===== config.mk =====
export PLATFORM = sky130hd
export DESIGN_NAME = weight_loader_flat
export DESIGN_NICKNAME = d
export VERILOG_FILES = /design/src/rtl/weight_loader_if.sv /design/src/rtl/weight_loader.sv /design/src/flat_wrapper.sv
export SDC_FILE = /design/constraint.sdc
export NUM_CORES = 1
export LEC_CHECK = 0
export CAP_MARGIN = 40
export CORE_ASPECT_RATIO = 0.75
export CORE_UTILIZATION = 42
export DETAILED_ROUTE_END_ITERATION = 8
export PLACE_DENSITY = 0.72
export SLEW_MARGIN = 20
export SYNTH_ARGS = -nofsm -noshare
export SYNTH_HDL_FRONTEND = slang
export SYNTH_SLANG_ARGS = --single-unit

===== constraint.sdc =====
create_clock -name clk -period 3.2 [get_ports clk]
set_clock_uncertainty 0.15 [all_clocks]
set_input_delay 0.64 -clock clk [delete_from_list [all_inputs] [get_ports clk]]
set_output_delay 0.64 -clock clk [all_outputs]
set_load 0.02 [all_outputs]

===== src/rtl/weight_loader_if.sv =====
// Purpose: word stream in, shared weight-memory write bus plus status out.
// Latency: none, this is wiring only.
// Backpressure: s_ready qualifies s_valid; the write side has no flow control.
interface weight_loader_if #(
    parameter int numNeuron    = 30,
    parameter int addressWidth = 10,
    parameter int dataWidth    = 16
);
    logic                    s_valid;
    logic                    s_ready;
    logic [dataWidth-1:0]    s_data;
    logic [numNeuron-1:0]    wen;
    logic [addressWidth-1:0] wadd;
    logic [dataWidth-1:0]    win;
    logic                    done;
    logic                    err;

    // Host side: offers words, observes the loader outputs.
    modport master (
        output s_valid, s_data,
        input  s_ready, wen, wadd, win, done, err
    );

    // Loader side.
    modport slave (
        input  s_valid, s_data,
        output s_ready, wen, wadd, win, done, err
    );
endinterface


===== src/rtl/weight_loader.sv =====
// Purpose: parse header + numWeight words, write them to one neuron's weight memory.
// Latency: 1 cycle from accepted weight to wen/wadd/win; done with the last write.
// Backpressure: s_ready drops for the single DONE cycle per packet; s_valid gaps just stall.
module weight_loader #(
    parameter int numNeuron      = 30,
    parameter int numWeight      = 784,
    parameter int addressWidth   = 10,
    parameter int dataWidth      = 16,
    parameter int neuronSelWidth = 5
) (
    input  logic          clk,
    input  logic          rst_n,
    weight_loader_if.slave bus
);
    typedef enum logic [1:0] {HDR, LOAD, DONE} state_t;

    localparam logic [addressWidth-1:0] LAST_W = addressWidth'(numWeight - 1);
    localparam logic [addressWidth-1:0] ONE_W  = addressWidth'(1);
    localparam logic [numNeuron-1:0]    ONE_N  = numNeuron'(1);

    state_t                    state;
    logic [addressWidth-1:0]   wcnt;
    logic [neuronSelWidth-1:0] sel;
    logic                      drop;

    logic                      ready_q;
    logic [numNeuron-1:0]      wen_q;
    logic [addressWidth-1:0]   wadd_q;
    logic [dataWidth-1:0]      win_q;
    logic                      done_q;
    logic                      err_q;

    logic                      accept;
    logic [neuronSelWidth-1:0] hdr_sel;
    logic                      hdr_bad;

    // s_ready comes straight from a flop, so s_valid never reaches it combinationally.
    assign accept  = bus.s_valid && ready_q;
    // Header bits above the selector field are don't-care.
    assign hdr_sel = bus.s_data[neuronSelWidth-1:0];
    assign hdr_bad = (int'(hdr_sel) >= numNeuron);

    assign bus.s_ready = ready_q;
    assign bus.wen     = wen_q;
    assign bus.wadd    = wadd_q;
    assign bus.win     = win_q;
    assign bus.done    = done_q;
    assign bus.err     = err_q;

    // Packet FSM with all outputs registered; wadd/win hold between writes.
    always_ff @(posedge clk) begin
        if (!rst_n) begin
            state   <= HDR;
            wcnt    <= '0;
            sel     <= '0;
            drop    <= 1'b0;
            ready_q <= 1'b0;
            wen_q   <= '0;
            wadd_q  <= '0;
            win_q   <= '0;
            done_q  <= 1'b0;
            err_q   <= 1'b0;
        end else begin
            wen_q  <= '0;
            done_q <= 1'b0;
            case (state)
                HDR: begin
                    ready_q <= 1'b1;
                    if (accept) begin
                        sel   <= hdr_sel;
                        drop  <= hdr_bad;
                        wcnt  <= '0;
                        state <= LOAD;
                        if (hdr_bad) begin
                            err_q <= 1'b1;
                        end
                    end
                end
                LOAD: begin
                    if (accept) begin
                        // A dropped packet still walks the address, but no memory sees wen.
                        wadd_q <= wcnt;
                        win_q  <= bus.s_data;
                        wen_q  <= drop ? '0 : (ONE_N << sel);
                        if (wcnt == LAST_W) begin
                            wcnt    <= '0;
                            state   <= DONE;
                            done_q  <= 1'b1;
                            ready_q <= 1'b0;
                        end else begin
                            wcnt <= wcnt + ONE_W;
                        end
                    end
                end
                DONE: begin
                    state   <= HDR;
                    ready_q <= 1'b1;
                end
                default: begin
                    state   <= HDR;
                    ready_q <= 1'b0;
                end
            endcase
        end
    end
endmodule

===== src/flat_wrapper.sv =====
// flat-port wrapper written by rule: the top's interface ports become plain ports
module weight_loader_flat 
#(
    parameter int numNeuron      = 30,
    parameter int numWeight      = 784,
    parameter int addressWidth   = 10,
    parameter int dataWidth      = 16,
    parameter int neuronSelWidth = 5
)
  (clk, rst_n, bus_s_valid, bus_s_data, bus_s_ready, bus_wen, bus_wadd, bus_win, bus_done, bus_err);
  weight_loader_if #(.numNeuron(numNeuron), .addressWidth(addressWidth), .dataWidth(dataWidth)) bus_i ();
  input  logic clk;
  input  logic rst_n;
  input wire logic [$bits(bus_i.s_valid)-1:0] bus_s_valid;
  input wire logic [$bits(bus_i.s_data)-1:0] bus_s_data;
  output wire logic [$bits(bus_i.s_ready)-1:0] bus_s_ready;
  output wire logic [$bits(bus_i.wen)-1:0] bus_wen;
  output wire logic [$bits(bus_i.wadd)-1:0] bus_wadd;
  output wire logic [$bits(bus_i.win)-1:0] bus_win;
  output wire logic [$bits(bus_i.done)-1:0] bus_done;
  output wire logic [$bits(bus_i.err)-1:0] bus_err;
  assign bus_i.s_valid = bus_s_valid;
  assign bus_i.s_data = bus_s_data;
  assign bus_s_ready = bus_i.s_ready;
  assign bus_wen = bus_i.wen;
  assign bus_wadd = bus_i.wadd;
  assign bus_win = bus_i.win;
  assign bus_done = bus_i.done;
  assign bus_err = bus_i.err;
  weight_loader #(.numNeuron(numNeuron), .numWeight(numWeight), .addressWidth(addressWidth), .dataWidth(dataWidth), .neuronSelWidth(neuronSelWidth)) u_core (.clk(clk), .rst_n(rst_n), .bus(bus_i));
endmodule

==> results.txt, run 1 <==
CTS tree -> built
Grt total ovfl -> 0
Commonest cells after routing, fill and taps aside -> clkdlybuf4s50_1, dfxtp_1, nand2_1, nor2_1, a21boi_0
Critical Path AT -> 1.57 ns
Detailed-route via count -> 2128
Post-synthesis sequential area ratio -> 56.20%
PwrDens -> 475.3 nW/um^2
Syn Area/Cell -> 9.490 um^2
Cells after DPL -> 437
Area Overhead vs Synth -> 36.72%
Syn Nets -> 309
Num rows -> 25
Synth Cell Area -> 2743 um^2
Buf/Inv on CP -> 1
Instance count on the critical path -> 1
Critical path cell sequence -> clkdlybuf4s50_1
DR WL/cell -> 12.87 um
Synth Area in XOR/XNOR -> 2.555%
CP Data Required Time -> 2.41 ns
Status -> completed
GP Congestion -> 0.7846
Vias in the first global route -> 1959
CP startpoint -> u_core.bus.s_ready
Slew @ Worst Pin -> 0.3668 ns
CP Class -> register to output port
Leak -> 1.319 nW
Die Height -> 71.99 um
Ys Warns -> 0
R2R Setup Slk -> 1.41 ns
Initial Utilization -> 43.41%
Drt drc -> 0
Share of cells above drive strength 1 -> 8.065%
IO Count -> 78
R2R cell count -> 5
Worst Path Max Fanout -> 7
Pre-Repair DR Iteration Count -> 5
Slew margin rel. -> 75.47%
Final setup viols -> 0
Clk root buf -> clkbuf_8
Synth cell types -> 39
Synth Area in Compound Gates -> 11.68%
Drt via density -> 4.698
Final cycle utilization of the critical path -> 73.71%
Post-synthesis simple-gate area fraction -> 25.91%
Critical path endpoint category -> output port
DP HPWL -> 4.106 mm
Top cell type by total area after synthesis -> dfxtp_1
# fillers -> 569
Setup bufs post-CTS -> 0
Top cell type's share of synthesized area -> 56.20%
Crit path capture -> bus_s_ready
Antenna cells -> 0
Combinational family with the most area after synthesis -> simple AND/OR/NAND/NOR gates
Number of hold buffers added after cts -> 0
Num CTS Buffers -> 9
Largest delay share family, worst path -> buffers and inverters
Core Region -> 6319 um^2
Sink Count -> 77
Count of non-filler cells in the finished layout -> 453
First-pass GRT wire length -> 9.446 mm
Mapped Cells -> 289
Max Cap Viol -> 0
R2R Path End -> u_core.wcnt[1]
Final setup TNS -> 0 ns
RSZ-0062 raised after global routing -> no
Fin. Hold Viols -> 0
All-Layer GR Usage -> 18.51%
Largest cells by area after synthesis -> dfxtp_1, nand2_1, a21boi_0, nor2_1, xor2_1
1st-iter DRT viols -> 85
Post-Synth Adder-Cell Area -> 0.4562%
Full die area -> 6861 um^2
CTS resizes -> 0
Hold wc startpoint -> u_core.bus.win[0]
Maximum clock rate -> 424.0 MHz
Synth Register Bits -> 77
Multiplexer share of the synthesized area -> 0%
Worst Setup Start Kind -> register
Net count, final -> 387
Routed WL -> 5.832 mm
Largest net degree at the start of global routing -> 25
# port buffers -> 77
Clk slew on worst S/H paths -> 0.09 ns
RR Startpoint -> u_core.wcnt[1]
Slowest-stage cell, CP -> clkdlybuf4s50_1
Slew Viols, Final -> 0
Worst IR Drop VDD -> 221.3 uV
Post-route ant nets -> 0
Clock latency on the worst-skew pair -> 0.36 ns
Slowest stage delay, CP -> 0.69 ns
Hold Crit Class -> register to register
Min Tclk post-route -> 2.359 ns
Die extent in x -> 95.31 um
Max Buffers Root-to-Sink -> 2
H-Tree Depth -> 3
Initial antenna violation count -> 0
[metrics by stage]
step / setup slack (ns) / area (um^2) / utilization (%) / hold slack, ns / power (mW)
CTS: 0.8351 / 3750 / 59.35 / 0.3182 / 1.801
global route: 0.7893 / 3750 / 59.35 / 0.3368 / 1.852
finish: 0.8413 / 3750 / 59.35 / 0.3134 / 1.782
floorplan: 1.579 / 2743 / - / 0.3113 / 1.061
detailed placement: 0.6991 / 3561 / 56.36 / 0.3071 / 1.108
global placement: 0.7744 / 3561 / 56.36 / 0.2956 / 1.106
[kinds of logic (layout without fill, tap and decap cells)]
family	count (synthesis)	count (layout)
buffers and inverters	15	98
flip-flops	77	77
XOR/XNOR	8	8
AND/OR/NAND/NOR	146	146
AO/OA/AOI/OAI	42	42
adder cells (fa/ha/maj)	1	1
[state kept, by name (all words and copies together), names as in the netlist]
name                cells
u_core.bus.done         1
u_core.bus.err          1
u_core.bus.s_ready      1
u_core.bus.wadd        10
u_core.bus.wen         30
u_core.bus.win         16
u_core.drop             1
u_core.sel              5
u_core.state            2
u_core.wcnt            10
[final cells by class]
class	instances	area [um^2]	share of cell area [%]
clock buffers	9	123.9	3.303
clock inverters	7	65.06	1.735
inverters	1	3.754	0.1001
multi-input cells	197	1114	29.70
flip-flops and latches	77	1541	41.11
well taps	81	101.3	2.703
repair buffers	81	800.8	21.35
[per-layer routing]
metal	part of all wire [%]	track usage, %	vias up	wire length (um)
met5	0	0	-	0
met2	40	25.00	66	2323
met1	51	25.20	945	2953
met3	8.1	8.386	7	472
met4	1.4	8.081	0	83
li1	-	-	1110	-
[worst min path at each step]
stage / slack [ns] / cells past startpoint / to
after floorplan: 0.31 / 2 / u_core.bus.wadd[9]
after global placement: 0.30 / 2 / u_core.bus.win[0]
after detailed placement: 0.31 / 1 / u_core.bus.err
after CTS: 0.32 / 2 / u_core.bus.win[9]
after global routing: 0.34 / 2 / u_core.bus.wadd[7]
final: 0.31 / 2 / u_core.bus.win[0]
[synth_stat cells]
library cell,instances
nand3b_1,4
a31oi_1,1
nor3_1,1
nand4b_4,1
a2bb2oi_4,1
dfxtp_1,77
and4_1,2
nor2_2,1
nand2b_1,1
or3b_1,1
nand3b_4,1
buf_4,1
a41oi_1,1
nand4_1,4
nand3_1,4
o21ai_0,2
xor2_1,7
nor4b_2,2
nor2b_1,3
or3_1,1
and3_1,5
inv_1,1
buf_2,2
ha_1,1
a21boi_1,1
clkbuf_1,8
nand2_1,70
xnor2_1,1
and3b_2,1
or3b_2,2
a21oi_1,4
nand4b_1,1
nor2_1,40
o21a_1,1
o2111ai_1,1
a21boi_0,30
nor3b_2,1
buf_6,2
clkbuf_8,1
[power by group]
part           internal [mW]  leakage [nW]  switching, mW  total [mW]
clock                  0.300        0.0943          0.397       0.697
sequential             0.968         0.622         0.0147       0.983
combinational         0.0517         0.603         0.0508       0.103
No activity file was read; power rests on OpenSTA's default activity.
==> run 2, diff against run 1 <==
==> constraint.sdc (replaced) <==
create_clock -name clk -period 2.4 [get_ports clk]
set_clock_uncertainty 0.15 [all_clocks]
set_input_delay 0.48 -clock clk [delete_from_list [all_inputs] [get_ports clk]]
set_output_delay 0.48 -clock clk [all_outputs]
set_load 0.02 [all_outputs]
==> run 2 against run 1 <==
Combinational power increased by 35%. Power increased by 33%. Sequential power increased by 33%. Worst setup slack got worse by 0.62 ns. Non-clock buffer count increased by 3. Highest routed layer unchanged. Final cell count increased by 0.66%. Global-route usage decreased by 0.48 points. Core utilization increased by 0.34 points. Critical endpoint unchanged. Clock-buffer cell count unchanged. Via count increased by 0.56%. Wire length decreased by 4.0%.
==> results.txt, run 2 (same netlist as run 1, synthesis figures left out) <==
Max Buffers Root-to-Sink -> 2 (unchanged)
Dpl cell area -> 3583 um^2 (+0.63%)
CTS tree -> built
Final cycle utilization of the critical path -> 90.85%
Largest delay share family, worst path -> buffers and inverters
Status -> completed
Worst Path Max Fanout -> 7 (unchanged)
First-pass GRT wire length -> 9.273 mm (-1.8%)
CP Class -> register to output port
All-Layer GR Usage -> 18.03% (-0.48 points)
Fin area -> 3771 um^2 (+0.57%)
Pre-Repair DR Iteration Count -> 5 (unchanged)
H-Tree Depth -> 3 (unchanged)
Full die area -> 6861 um^2 (unchanged)
Die Height -> 71.99 um (unchanged)
Die extent in x -> 95.31 um (unchanged)
IO Count -> 78 (unchanged)
Min Tclk post-route -> 2.180 ns
Final setup viols -> 0 (unchanged)
Routed WL -> 5.599 mm (-4.0%)
Core Region -> 6319 um^2 (unchanged)
RSZ-0062 raised after global routing -> no
Vias in the first global route -> 2002 (+2.2%)
CP Data Required Time -> 1.77 ns (-0.64 ns)
Area Overhead vs Synth -> 37.50%
Critical path endpoint category -> output port
Clk slew on worst S/H paths -> 0.08 ns (about the same)
Setup bufs post-CTS -> 0 (unchanged)
Post-route ant nets -> 0 (unchanged)
Commonest cells after routing, fill and taps aside -> clkdlybuf4s50_1, dfxtp_1, nand2_1, nor2_1, a21boi_0
# port buffers -> 77 (unchanged)
CP startpoint -> u_core.bus.s_ready
Leak -> 1.330 nW (+0.84%)
M2 GR Usage -> 23.17% (-1.8 points)
R2R cell count -> 5 (unchanged)
1st-iter DRT viols -> 56 (-34%)
Final setup TNS -> 0 ns (unchanged)
Largest net degree at the start of global routing -> 25 (unchanged)
Max reg flops -> 30 (unchanged)
Num rows -> 25 (unchanged)
Drt via density -> 4.693 (about the same)
Buf/Inv on CP -> 1 (unchanged)
Area taken by multi-input logic gates -> 1114 um^2 (unchanged)
Critical Path AT -> 1.55 ns (-0.02 ns)
Hold Crit Class -> register to register
Critical path cell sequence -> clkdlybuf4s50_1
Initial Utilization -> 43.41% (unchanged)
Sink Count -> 77 (unchanged)
DR WL/cell -> 12.28 um (-4.6%)
CTS resizes -> 0 (unchanged)
R2R Path End -> u_core.wcnt[3]
Clock latency on the worst-skew pair -> 0.35 ns (about the same)
Initial antenna violation count -> 0 (unchanged)
Antenna cells -> 0 (unchanged)
DP HPWL -> 4.089 mm (-0.40%)
Num CTS Buffers -> 9 (unchanged)
Share of cells above drive strength 1 -> 8.800% (+0.74 points)
Crit path capture -> bus_s_ready
Met3 Use GR -> 8.386% (unchanged)
GP Congestion -> 0.8106 (+3.3%)
GR peak layer -> met1
Slowest stage delay, CP -> 0.69 ns (about the same)
M1 GR Usage -> 25.30% (+0.099 points)
Seq. cell area -> 1541 um^2 (unchanged)
# fillers -> 548 (-3.7%)
Max Cap Viol -> 0 (unchanged)
RR Startpoint -> u_core.wcnt[0]
Drt drc -> 0 (unchanged)
Clk root buf -> clkbuf_8
Maximum clock rate -> 458.6 MHz
PwrDens -> 627.3 nW/um^2 (+32%)
Slew Viols, Final -> 0 (unchanged)
Detailed-route via count -> 2140 (+0.56%)
Instance count on the critical path -> 1 (unchanged)
Slew @ Worst Pin -> 0.3815 ns (+0.01464 ns)
Number of hold buffers added after cts -> 0 (unchanged)
Fin. Hold Viols -> 0 (unchanged)
Grt total ovfl -> 0 (unchanged)
Slew margin rel. -> 74.49% (-0.98 points)
Worst IR Drop VDD -> 435.9 uV (+97%)
Slowest-stage cell, CP -> clkdlybuf4s50_1
Worst Setup Start Kind -> register
R2R Setup Slk -> 0.61 ns (-0.80 ns)
Net count, final -> 390 (+0.78%)
-- run 2: metrics by stage --
step	hold WS [ns]	power [mW]	instances	utilization [%]	worst slack [ns]
after floorplan	0.3113	1.414	289	-	0.7789
after global placement	0.2990	1.478	440	56.71	0.2802
after detailed placement	0.3067	1.480	440	56.71	0.2363
after CTS	0.3176	2.394	456	59.68	0.1904
after global routing	0.3413	2.460	456	59.68	0.1452
final	0.3133	2.366	456	59.68	0.2196
-- run 2: area by class of cell --
class                           instances  area share [%]
Sequential cell                        77           40.88
Multi-Input combinational cell        197           29.53
Timing Repair Buffer                   84           21.83
Clock buffer                            9           3.285
Tap cell                               81           2.687
Clock inverter                          7           1.692
Inverter                                1         0.09954
-- run 2: layer usage --
metal	routed length, um	share of wire, %
met5	0	0
met4	98	1.8
met3	475	8.5
met2	2176	39
met1	2848	51
-- run 2: how the worst min path moves through the flow --
stage                  startpoint                 end  slack (ns)  depth (start not counted)
2_1_floorplan      u_core.wcnt[9]  u_core.bus.wadd[9]        0.31                          2
3_3_place_gp   u_core.bus.win[11]  u_core.bus.win[11]        0.30                          2
3_5_place_dp   u_core.bus.win[11]  u_core.bus.win[11]        0.31                          2
4_1_cts        u_core.bus.win[11]  u_core.bus.win[11]        0.32                          2
5_1_grt         u_core.bus.win[0]   u_core.bus.win[0]        0.34                          2
6_report       u_core.bus.win[11]  u_core.bus.win[11]        0.31                          2
-- run 2: report_power, final --
group / internal, mW / switching (mW) / leakage (nW)
registers: 1.29 / 0.0195 / 0.622
clock network: 0.398 / 0.519 / 0.0903
logic: 0.0716 / 0.0672 / 0.618
==> run 3, diff against run 2 <==
--- a/config.mk
+++ b/config.mk
@@ -10,6 +10,7 @@
 export CORE_UTILIZATION = 42
 export DETAILED_ROUTE_END_ITERATION = 8
 export PLACE_DENSITY = 0.72
+export REMOVE_ABC_BUFFERS = 1
 export SLEW_MARGIN = 20
 export SYNTH_ARGS = -nofsm -noshare
 export SYNTH_HDL_FRONTEND = slang
==> run 3 against run 2 <==
Hold slack worse by 0.0020 ns. Largest cell class unchanged. Core utilization up 1.3 points. Critical path type unchanged. Via count up 2.8%. Wire length up 8.8%. Fmax up 0.41%. Sequential share of layout area down 0.86 points. Critical path depth unchanged. Final cell count unchanged.
==> results.txt, run 3 (same netlist as run 1, synthesis figures left out) <==
Status -> completed
Maximum clock rate -> 460.5 MHz (+0.41%)
Fin. Hold Viols -> 0 (unchanged)
Critical path cell sequence -> clkdlybuf4s50_1
IO Count -> 78 (unchanged)
CTS resizes -> 0 (unchanged)
Max Cap Viol -> 0 (unchanged)
Seq. cell area -> 1541 um^2 (unchanged)
Area Overhead vs Synth -> 40.47%
Max Buffers Root-to-Sink -> 2 (unchanged)
Slowest-stage cell, CP -> clkdlybuf4s50_1
Core Region -> 6319 um^2 (unchanged)
Num CTS Buffers -> 9 (unchanged)
Drt drc -> 0 (unchanged)
1st-iter DRT viols -> 100 (+79%)
Worst Setup Start Kind -> register
Slew Viols, Final -> 0 (unchanged)
# fillers -> 530 (-3.3%)
Largest delay share family, worst path -> buffers and inverters
DP HPWL -> 4.299 mm (+5.1%)
Initial antenna violation count -> 0 (unchanged)
Final setup TNS -> 0 ns (unchanged)
RSZ-0062 raised after global routing -> no
Pre-Repair DR Iteration Count -> 5 (unchanged)
Hold Crit Class -> register to register
Number of hold buffers added after cts -> 0 (unchanged)
# port buffers -> 77 (unchanged)
PwrDens -> 712.6 nW/um^2 (+14%)
Initial Utilization -> 43.41% (unchanged)
Fin area -> 3852 um^2 (+2.2%)
Antenna cells -> 0 (unchanged)
GR peak layer -> met2
Dpl ws -> 0.1212 ns (-0.1150 ns)
Leak -> 1.370 nW (+3.0%)
Largest net degree at the start of global routing -> 18 (-28%)
Clk root buf -> clkbuf_8
Slowest stage delay, CP -> 0.67 ns (-0.02 ns)
Setup bufs post-CTS -> 0 (unchanged)
Setup WS post-layout -> 0.2284 ns (+0.008820 ns)
Slew @ Worst Pin -> 0.3850 ns (+0.003482 ns)
Area taken by multi-input logic gates -> 1114 um^2 (unchanged)
Net count, final -> 390 (unchanged)
Drt via density -> 4.825 (+2.8%)
Critical path endpoint category -> output port
Die extent in x -> 95.31 um (unchanged)
DR WL/cell -> 13.36 um (+8.8%)
H-Tree Depth -> 3 (unchanged)
Overall Power -> 2.745 mW (+16%)
Share of cells above drive strength 1 -> 8.800% (unchanged)
Max reg flops -> 30 (unchanged)
Full die area -> 6861 um^2 (unchanged)
Clock latency on the worst-skew pair -> 0.35 ns (about the same)
Detailed-route via count -> 2200 (+2.8%)
CP Data Required Time -> 1.77 ns (about the same)
Post-route ant nets -> 0 (unchanged)
Clk slew on worst S/H paths -> 0.08 ns (about the same)
Sink Count -> 77 (unchanged)
Die Height -> 71.99 um (unchanged)
CP Class -> register to output port
M2 GR Usage -> 27.46% (+4.3 points)
Met3 Use GR -> 8.071% (-0.31 points)
Worst IR Drop VDD -> 483.6 uV (+11%)
Critical Path AT -> 1.54 ns (about the same)
CTS tree -> built
Final setup viols -> 0 (unchanged)
Num rows -> 25 (unchanged)
Buf/Inv on CP -> 1 (unchanged)
Min Tclk post-route -> 2.172 ns (-0.008820 ns)
GP Congestion -> 0.8196 (+1.1%)
Dpl cell area -> 3583 um^2 (unchanged)
Final cycle utilization of the critical path -> 90.48% (-0.37 points)
Grt total ovfl -> 0 (unchanged)
First-pass GRT wire length -> 9.908 mm (+6.8%)
Routed WL -> 6.090 mm (+8.8%)
Vias in the first global route -> 2045 (+2.1%)
Slew margin rel. -> 74.26% (-0.23 points)
All-Layer GR Usage -> 19.46% (+1.4 points)
Worst Path Max Fanout -> 7 (unchanged)
Commonest cells after routing, fill and taps aside -> clkdlybuf4s50_1, dfxtp_1, nand2_1, nor2_1, a21boi_0
M1 GR Usage -> 26.19% (+0.89 points)
[run 3: changes by cell type in the layout (fill, tap and decap cells not counted), sizes merged]
cell	previous run	this run
bufinv	0	4
clkinv	1	0
clkinvlp	2	1
inv	5	3
[run 3: cell type report]
type	count	area share, %
Sequential cell	77	40.01
Timing Repair Buffer	84	21.37
Multi-Input combinational cell	197	28.91
Clock inverter	7	3.767
Tap cell	81	2.631
Inverter	1	0.09743
Clock buffer	9	3.215
[run 3: worst paths after layout]
check	start	end	slack, ns	cells after the start
min reg2reg	u_core.bus.win[7]	u_core.bus.win[7]	0.31	2
max	u_core.bus.s_ready	bus_s_ready	0.23	1
max reg2reg	u_core.wcnt[0]	u_core.wcnt[3]	0.60	5
min	u_core.bus.win[7]	u_core.bus.win[7]	0.31	2
[run 3: metrics by stage]
step | instances | hold WS [ns] | util (%)
final | 456 | 0.3113 | 60.97
after detailed placement | 440 | 0.3049 | 56.71
after CTS | 456 | 0.3156 | 60.97
after floorplan | 275 | 0.3109 | -
after global routing | 456 | 0.3315 | 60.97
after global placement | 440 | 0.2901 | 56.71
[run 3: layer usage]
layer  vias up  wire [um]
li1       1116          -
met1      1020       2885
met2        58       2658
met3         6        467
met4         0         79
met5         -          0
[run 3: power breakdown]
group	internal, mW	leakage (nW)	switching (mW)	total [mW]
Combinational	0.0712	0.618	0.0699	0.141
Sequential	1.29	0.622	0.0197	1.31
Clock	0.803	0.130	0.491	1.29
Total	2.16	1.37	0.580	2.75
==> RTL edit, RTL diff (config.mk and constraints of run 1) <==
Reset style: asynchronous (`rst_n`), changed in one clocked block.
--- a/src/rtl/weight_loader.sv
+++ b/src/rtl/weight_loader.sv
@@ -50,3 +50,3 @@
     // Packet FSM with all outputs registered; wadd/win hold between writes.
-    always_ff @(posedge clk) begin
+    always_ff @(posedge clk or negedge rst_n) begin
         if (!rst_n) begin
Function: differs if rst_n is asserted again (counterexample within 4 cycles, from zero or initial values and one cycle with rst_n low); with rst_n held inactive, the same outputs for 10 cycles.
==> RTL edit against run 1 <==
The flow now finishes with violations (DRC); worst hold slack worse by 0.27 ns; setup slack better by 0.14 ns; cell area up 6.7%; register-to-register slack worse by 0.24 ns; sequential cell count unchanged; area after synthesis up 6.4%; wire length up 4.7%; largest cell class unchanged.
Power is not compared: it rests on default switching activity, and its combinational part moved more than twofold at a synthesized area within 25%.
==> RTL edit: results (changes against run 1) <==
Kind of cell adding the most delay to the critical path -> simple AND/OR/NAND/NOR gates (was buffers and inverters)
Share of cells above drive strength 1 -> 0.171 (was 0.0806)
CP Data Required Time -> 3.29 ns (was 2.41 ns)
GR Layer Usage met1 -> 0.245 (was 0.252)
CTS max path bufs -> 2 (unchanged)
Iter 0 DRT Violations -> 112 (was 85)
Quantity of I/O buffers inserted on ports -> 77 (unchanged)
Violated checks -> DRC
Number of search-and-repair iterations in the first detailed-routing pass -> 8 (was 5)
Vias per inst -> 5.05 (was 4.70)
Result of the run -> complete, but fails checks (was complete, no violations)
Gates resized, CTS repair -> 0 (unchanged)
Met3 Use GR -> 0.0874 (was 0.0839)
Worst relative slew slack -> 0.692 (was 0.755)
Diodes inserted -> 0 (unchanged)
Class of the worst hold path -> in2async (was reg2reg)
Count of warnings emitted by yosys -> 0 (unchanged)
Clock insertion delay at the later pin of the skew report -> 0.35 ns
Ranking of synthesized cells by area -> dfrtp_1 66%, mux2_2 12%, nor2_1 5.4% (was dfxtp_1 56%, nand2_1 9.6%, a21boi_0 8.2%)
Routability congestion estimate from global placement -> 0.764 (was 0.785)
Buffer count from post-CTS setup fixing -> 0 (unchanged)
Critical-path maximum fanout -> 9 (was 7)
Max VDD drop -> 0.000386 V
Net total in the final layout -> 336 (was 387)
Met2 capacity usage during global routing -> 0.281 (was 0.250)
Number of antenna violations at the first check in global routing -> 0 (unchanged)
Clock root buffer -> clkbuf_8 (unchanged)
Count of distinct cell types in the synthesized netlist -> 36 (was 39)
FFs w/ async S/R, synth -> 1.00 (was 0)
Routed Wire Length -> 6110 µm (was 5830 µm)
Fraction of the yosys area taken by sequential cells -> 0.660 (was 0.562)
DRC viols -> 9 (was 0)
Sum of net half-perimeters after detailed placement -> 4240 µm (was 4110 µm)
Inserted Clock Buffers -> 9 (unchanged)
Commonest cells in the synthesized netlist -> 77 x dfrtp_1, 42 x nor2_1, 30 x mux2_2, 13 x nand2_1, 10 x nand3_1 (was 77 x dfxtp_1, 70 x nand2_1, 40 x nor2_1, 30 x a21boi_0, 8 x clkbuf_1)
Total global routing track utilization -> 0.187 (was 0.185)
Peak per-stage delay on the critical path -> 0.60 ns (was 0.69 ns)
Setup slack at placement -> 0.625 ns (was 0.699 ns)
Clock slew at reported path FFs -> 0.09 ns (about the same)
Clock H-tree levels -> 3 (unchanged)
Post-Synthesis Net Count -> 252 (was 309)
Global-route wire length before repair -> 10100 µm (was 9450 µm)
Number of global-route vias before repair -> 2058 (was 1959)
Maximum number of pins on one net before global-route repair -> 51 (was 25)
Layout fillers -> 538 (was 569)
Max FFs per register -> 30 (unchanged)
Pleak -> 1.72 nW
Master of the slowest instance on the critical path -> or4b_1 (was clkdlybuf4s50_1)
RTL edit: cell type report:
type                    count  area (µm²)  share of cell area
flip-flops and latches     77        1930               0.482
clock inverters             6        71.3              0.0178
repair buffers             81         818               0.205
inverters                   2        7.51             0.00188
multi-input cells         145         947               0.237
well taps                  81         101              0.0253
clock buffers              10         128              0.0319
RTL edit: worst paths after layout:
check                                start                  to  slack (ns)  depth (start not counted)
min in group clk            u_core.bus.err      u_core.bus.err        0.34                          1
hold / removal                       rst_n  u_core.bus.win[12]        0.04                          1
setup reg to reg           u_core.state[0]   u_core.bus.wen[8]        1.17                          4
setup / recovery               bus_s_valid      u_core.wcnt[9]        0.98                          5
max in group asynchronous            rst_n   u_core.bus.wen[6]        2.29                          2
hold reg to reg             u_core.bus.err      u_core.bus.err        0.34                          1
RTL edit: cells by family (layout without fill, tap and decap cells):
logic type | after synthesis | count (layout) | share of synthesized area
flops | 77 | 77 | 0.660
xor+xnor | 5 | 5 | 0.0150
simple gates | 97 | 97 | 0.165
buf+inv | 10 | 99 | 0.0150
fa+ha+maj | 1 | 1 | 0.00429
mux | 30 | 30 | 0.116
compound gates | 12 | 12 | 0.0244
RTL edit: routing by layer:
layer | wire (µm) | share of wire
met1 | 2770 | 0.45
met2 | 2650 | 0.43
met5 | 0 | 0
met4 | 65 | 0.011
met3 | 624 | 0.10
RTL edit: through the flow:
step | hold WS, ns | instances | cell area, µm² | power, mW
after global routing | 0.0391 | 402 | 4000 | 2.52
after floorplan | 0.194 | 232 | 2920 | 1.44
after CTS | 0.0307 | 402 | 4000 | 2.42
after detailed placement | 0.326 | 386 | 3800 | 1.68
final | 0.0396 | 402 | 4000 | 2.39
after global placement | 0.304 | 385 | 3770 | 1.66
RTL edit: worst register-to-register path: stages (launching register included):
cell	delay, ns
dfrtp_1	0.64
nand4b_1	0.41
nor3_1	0.32
nand2_1	0.27
nor2_1	0.17
RTL edit: power breakdown:
part           leakage, nW  switching [mW]  internal [mW]
combinational        0.635           0.222          0.239
clock               0.0935           0.369          0.367
sequential           0.991           0.113           1.08
total                 1.72           0.704           1.69
